[config.mk]
export PLATFORM = sky130hd
export DESIGN_NAME = hub_xfer
export DESIGN_NICKNAME = d
export VERILOG_FILES = /design/src/rtl/hub_xfer.sv
export SDC_FILE = /design/constraint.sdc
export NUM_CORES = 1
export LEC_CHECK = 0
export BUFFER_PORTS_ARGS = -buffer_cell sky130_fd_sc_hd__buf_4
export CAP_MARGIN = 5
export CORE_MARGIN = 2
export CORE_UTILIZATION = 29
export DETAILED_ROUTE_END_ITERATION = 10
export GPL_TIMING_DRIVEN = 0
export HOLD_SLACK_MARGIN = 0.05
export PLACE_DENSITY_LB_ADDON = 0.25
export SLEW_MARGIN = 20
export SYNTH_ARGS = -nofsm -noshare
export SYNTH_HDL_FRONTEND = slang
export SYNTH_SLANG_ARGS = --single-unit
[constraint.sdc]
create_clock -name clk_cog -period 1.3 [get_ports clk_cog]
set_input_delay 0.26 -clock clk_cog [delete_from_list [all_inputs] [get_ports clk_cog]]
set_output_delay 0.26 -clock clk_cog [all_outputs]
set_load 0.1 [all_outputs]
[src/rtl/hub_xfer.sv]
// hub_xfer: single-requester hub transfer engine (byte/word/long read and write over a slotted hub bus).
// Optional build macro HUB_XFER_ALIGN_CHK_EN rejects misaligned word/long requests with err.
module hub_xfer (
    input  logic        clk_cog,
    input  logic        reset,
    input  logic        ena_bus,
    input  logic        slot_go,
    input  logic        req,
    input  logic        req_we,
    input  logic [1:0]  req_sz,
    input  logic [15:0] req_adr,
    input  logic [31:0] req_wd,
    output logic        busy,
    output logic        done,
    output logic [31:0] rd,
    output logic        err,
    output logic        mem_w,
    output logic [3:0]  mem_wb,
    output logic [13:0] mem_a,
    output logic [31:0] mem_d,
    input  logic [31:0] mem_q
);

    localparam int unsigned DW  = 32;
    localparam int unsigned LW  = 14;
    localparam int unsigned WBW = 4;

    typedef enum logic [1:0] {
        IDLE = 2'd0,
        WAIT = 2'd1,
        CAP  = 2'd2,
        DONE = 2'd3
    } state_t;

    state_t         state;
    state_t         state_nx;
    logic           accept_c;
    logic           we_q;
    logic [1:0]     sz_q;
    logic [1:0]     off_q;
    logic [WBW-1:0] wb_c;
    logic [DW-1:0]  d_c;
    logic [DW-1:0]  rd_c;

`ifdef HUB_XFER_ALIGN_CHK_EN
    logic           misalign_c;
    logic           err_q;

    // Word needs an even address, long needs a long-aligned address.
    always_comb begin
        misalign_c = 1'b0;
        case (req_sz)
            2'b00:   misalign_c = 1'b0;
            2'b01:   misalign_c = req_adr[0];
            default: misalign_c = (req_adr[1:0] != 2'b00);
        endcase
    end

    assign err = err_q;
`else
    assign err = 1'b0;
`endif

    // State register.
    always_ff @(posedge clk_cog) begin
        if (reset) begin
            state <= IDLE;
        end else begin
            state <= state_nx;
        end
    end

    // Next-state logic; req only sampled in IDLE.
    always_comb begin
        state_nx = state;
        accept_c = 1'b0;
        case (state)
            IDLE: begin
                if (req) begin
                    accept_c = 1'b1;
`ifdef HUB_XFER_ALIGN_CHK_EN
                    state_nx = misalign_c ? DONE : WAIT;
`else
                    state_nx = WAIT;
`endif
                end
            end
            WAIT: begin
                if (ena_bus && slot_go) begin
                    state_nx = CAP;
                end
            end
            CAP:     state_nx = DONE;
            DONE:    state_nx = IDLE;
            default: state_nx = IDLE;
        endcase
    end

    // Byte-lane enables and replicated write data for the incoming request.
    always_comb begin
        wb_c = 4'b1111;
        d_c  = req_wd;
        case (req_sz)
            2'b00: begin
                wb_c = WBW'(4'b0001 << req_adr[1:0]);
                d_c  = {4{req_wd[7:0]}};
            end
            2'b01: begin
                wb_c = req_adr[1] ? 4'b1100 : 4'b0011;
                d_c  = {2{req_wd[15:0]}};
            end
            default: begin
                wb_c = 4'b1111;
                d_c  = req_wd;
            end
        endcase
    end

    // Read data lane extraction from the hub's registered read word.
    always_comb begin
        rd_c = mem_q;
        case (sz_q)
            2'b00:   rd_c = DW'(mem_q[{off_q, 3'b000} +: 8]);
            2'b01:   rd_c = DW'(mem_q[{off_q[1], 4'b0000} +: 16]);
            default: rd_c = mem_q;
        endcase
        if (we_q) begin
            rd_c = '0;
        end
    end

    // Write strobe only while waiting on our slot; reset suppresses it immediately.
    assign mem_w = (state == WAIT) & we_q & slot_go & ~reset;

    // Request latch and hub-side address/lane/data registers.
    always_ff @(posedge clk_cog) begin
        if (reset) begin
            we_q   <= 1'b0;
            sz_q   <= 2'b00;
            off_q  <= 2'b00;
            mem_a  <= '0;
            mem_wb <= '0;
            mem_d  <= '0;
        end else if (accept_c) begin
            we_q   <= req_we;
            sz_q   <= req_sz;
            off_q  <= req_adr[1:0];
            mem_a  <= LW'(req_adr[15:2]);
            mem_wb <= wb_c;
            mem_d  <= d_c;
        end
    end

    // Status outputs follow the next state so they line up with the state register.
    always_ff @(posedge clk_cog) begin
        if (reset) begin
            busy <= 1'b0;
            done <= 1'b0;
        end else begin
            busy <= (state_nx != IDLE);
            done <= (state_nx == DONE);
        end
    end

    // Result register; holds from one DONE to the next.
    always_ff @(posedge clk_cog) begin
        if (reset) begin
            rd <= '0;
        end else if (state == CAP) begin
            rd <= rd_c;
`ifdef HUB_XFER_ALIGN_CHK_EN
        end else if (accept_c && misalign_c) begin
            rd <= '0;
`endif
        end
    end

`ifdef HUB_XFER_ALIGN_CHK_EN
    always_ff @(posedge clk_cog) begin
        if (reset) begin
            err_q <= 1'b0;
        end else if (state == CAP) begin
            err_q <= 1'b0;
        end else if (accept_c && misalign_c) begin
            err_q <= 1'b1;
        end
    end
`endif

endmodule

==> results.toml <==
[job]
drv_cap = 0

[logic_synthesis]
synth.most_common_cell = "dfxtp_1"
mappedNetlistArea_um2 = 3920
async_reset_ff_frac = 0
synth_common_cells = "dfxtp_1, nand2_1, nor2_1"
syn_nets = 531
synth.top_cell.area_share = 0.465
synth_warnings = 0
synth_cell_type_count = 36
yosysSeqAreaShare = 0.465
synth_area_leader_cell = "dfxtp_1"
yosys-top-cells-area = "dfxtp_1, nand2_1, a22oi_1, a21oi_1, nor2_1"
synth_edf_count = 0
synth_seq_cells = 91
syn_avg_cell_area_um2 = 8.85
synth_top_flop_cell = "dfxtp_1"
syn_inst = 443

[placement]
dp_hpwl_um = 10200
place.gp.congestion = 0.894
pre_cts_ws_ps = -361
placed_cells = 790
portBuffers = 171

[clocking]
clk_latency_ps = 350
cts_num_sinks = 91
cts_buffer_depth = 2
cts_root_buf = "clkbuf_16"
cts_tree = "done"
holdBufCountCts = 0
numCtsBuffers = 9
htree_levels = 3
clk_transition_reported_paths_ps = 60

[die]
die-area_um2 = 14500
initial_core_util = 0.296
ios = 174
die_w_um = 120
die_h_um = 120
rows = 42
core_area_um2 = 13200

[sta]
final_hold_viol_count = 0
fmax_mhz = 639
fin_skew_ps = 4.42
worst_pin_slew_ps = 855
final-max-slew-violation-count = 0
finalCriticalPeriod_ps = 1560
tns_ps = -9200
setup_violations = 86
slew_headroom = 0.430
grt_setup_unrepaired = "yes"
worst_slack_ps = -264
post-route-period-util = 1.20
holdWs_ps = 160

[global_route]
grt_pass1_wl_um = 22700
grt_max_degree = 14
grt-ovfl-total = 0
antenna_found_initial = 0
grtUsageTotal = 0.202
grt_pass1_vias = 4240

[setup_path]
critPathLaunchType = "flip-flop"
cp.required_ps = 1040
critPathKind = "flip-flop to output pin"
worstSetupEndpointType = "output pin"
arrival_ps = 1300
critPathMaxFanout = 8
r2r_slack_ps = -240

[power_and_ir_drop]
ir_worst_vdd_mv = 0.748
powerDensity_nw_per_um2 = 1170
leakagePower_nw = 3.00

[routing]
viasPerCell = 5.12
dr.pass1.iters = 5
routed-via-count = 4319
drc_errors = 0
wl_per_cell_um = 18.1
met1_length_um = 6470
wl_um = 15200
dr_wl_met3_um = 1280
routed.top_layer = "met4"
ant_nets = 0
met2_length_um = 7270
initialDrtViolationCount = 348

[run_status]
violations = "setup timing"
run_status = "complete, but fails checks"

[layout]
drive_above_1_share = 0.637
fillCellCount = 1217
finalNetCount = 751
insertedDiodeCount = 0
syn2layout_area_growth_pct = 83.4
instances_no_fill = 843

[worst_hold_path]
hold_path_class = "input pin to flip-flop"
==> worst max-delay path, cell delays in order (launching register included) <==
cell	delay, ps
dfxtp_1	310
buf_6	140
nor2b_4	120
nand3_2	100
nor2_4	120
buf_12	180
==> metal layers <==
layer / vias up / global-route usage
met4: 0 / 0.0545
met3: 17 / 0.0646
met1: 2059 / 0.255
met2: 209 / 0.331
met5: - / 0
li1: 2034 / -
==> cell usage in the layout (no fill, tap or decap), drive strengths merged, types with 3 or more instances in the layout <==
master / instances
buf: 234
dfxtp: 91
nand2: 70
nor2: 47
a21oi: 36
a22oi: 32
clkbuf: 32
a311oi: 16
o21ai: 14
a211oi: 14
mux2i: 10
nand3: 10
nor2b: 9
mux2: 8
a222oi: 8
a221oi: 8
and3b: 6
nor3: 5
nand2b: 3
==> power by group <==
group	internal, mW	switching (mW)
clock network	1.44	1.07
registers	2.96	0.151
logic	1.02	1.79
total	5.42	3.01
==> sequential cells by signal, summed over array words and instances, names as in the netlist <==
| name | flops |
|---|---|
| busy | 1 |
| done | 1 |
| mem_a | 14 |
| mem_d | 32 |
| mem_wb | 4 |
| off_q | 2 |
| rd | 32 |
| state | 2 |
| sz_q | 2 |
| we_q | 1 |
==> logic make-up after synthesis <==
group	Yosys count	share of synthesized area
and+or+nand+nor	159	0.189
other	1	0.000956
DFF	91	0.465
AOI/OAI and AO/OA	129	0.238
buffers and inverters	45	0.0593
muxes	18	0.0485
==> what timing repair did <==
action                                  CTS  global route
gates cloned                              8             3
endpoints found under the hold margin     0             0
endpoints found under the setup margin   90            96
buffers inserted                         21            11
gates resized for setup                 127           136
pin swaps                                63            48
==> stage by stage <==
stage | power (mW) | utilization | area (um^2)
after floorplan | 4.67 | - | 4040
after global placement | 5.29 | 0.418 | 5540
after detailed placement | 5.31 | 0.418 | 5540
after CTS | 8.17 | 0.495 | 6550
after global routing | 8.75 | 0.543 | 7190
final | 8.43 | 0.543 | 7190
==> path summary, 6_finish.rpt <==
kind | start | end | depth (start not counted)
max | state[1] | mem_w | 5
min reg2reg | mem_d[0] | mem_d[0] | 2
max reg2reg | state[0] | mem_wb[1] | 6
min | mem_q[27] | rd[27] | 3
==> layout make-up <==
class,instances,area (um^2),area share
multi-input cells,307,2460,0.342
repair buffers,212,1950,0.271
flip-flops and latches,91,1880,0.261
plain buffers,41,399,0.0555
clock buffers,13,270,0.0376
well taps,176,220,0.0306
clock inverters,2,10.0,0.00139
inverters,1,3.75,0.000522
No activity file was read; power rests on OpenSTA's default activity.
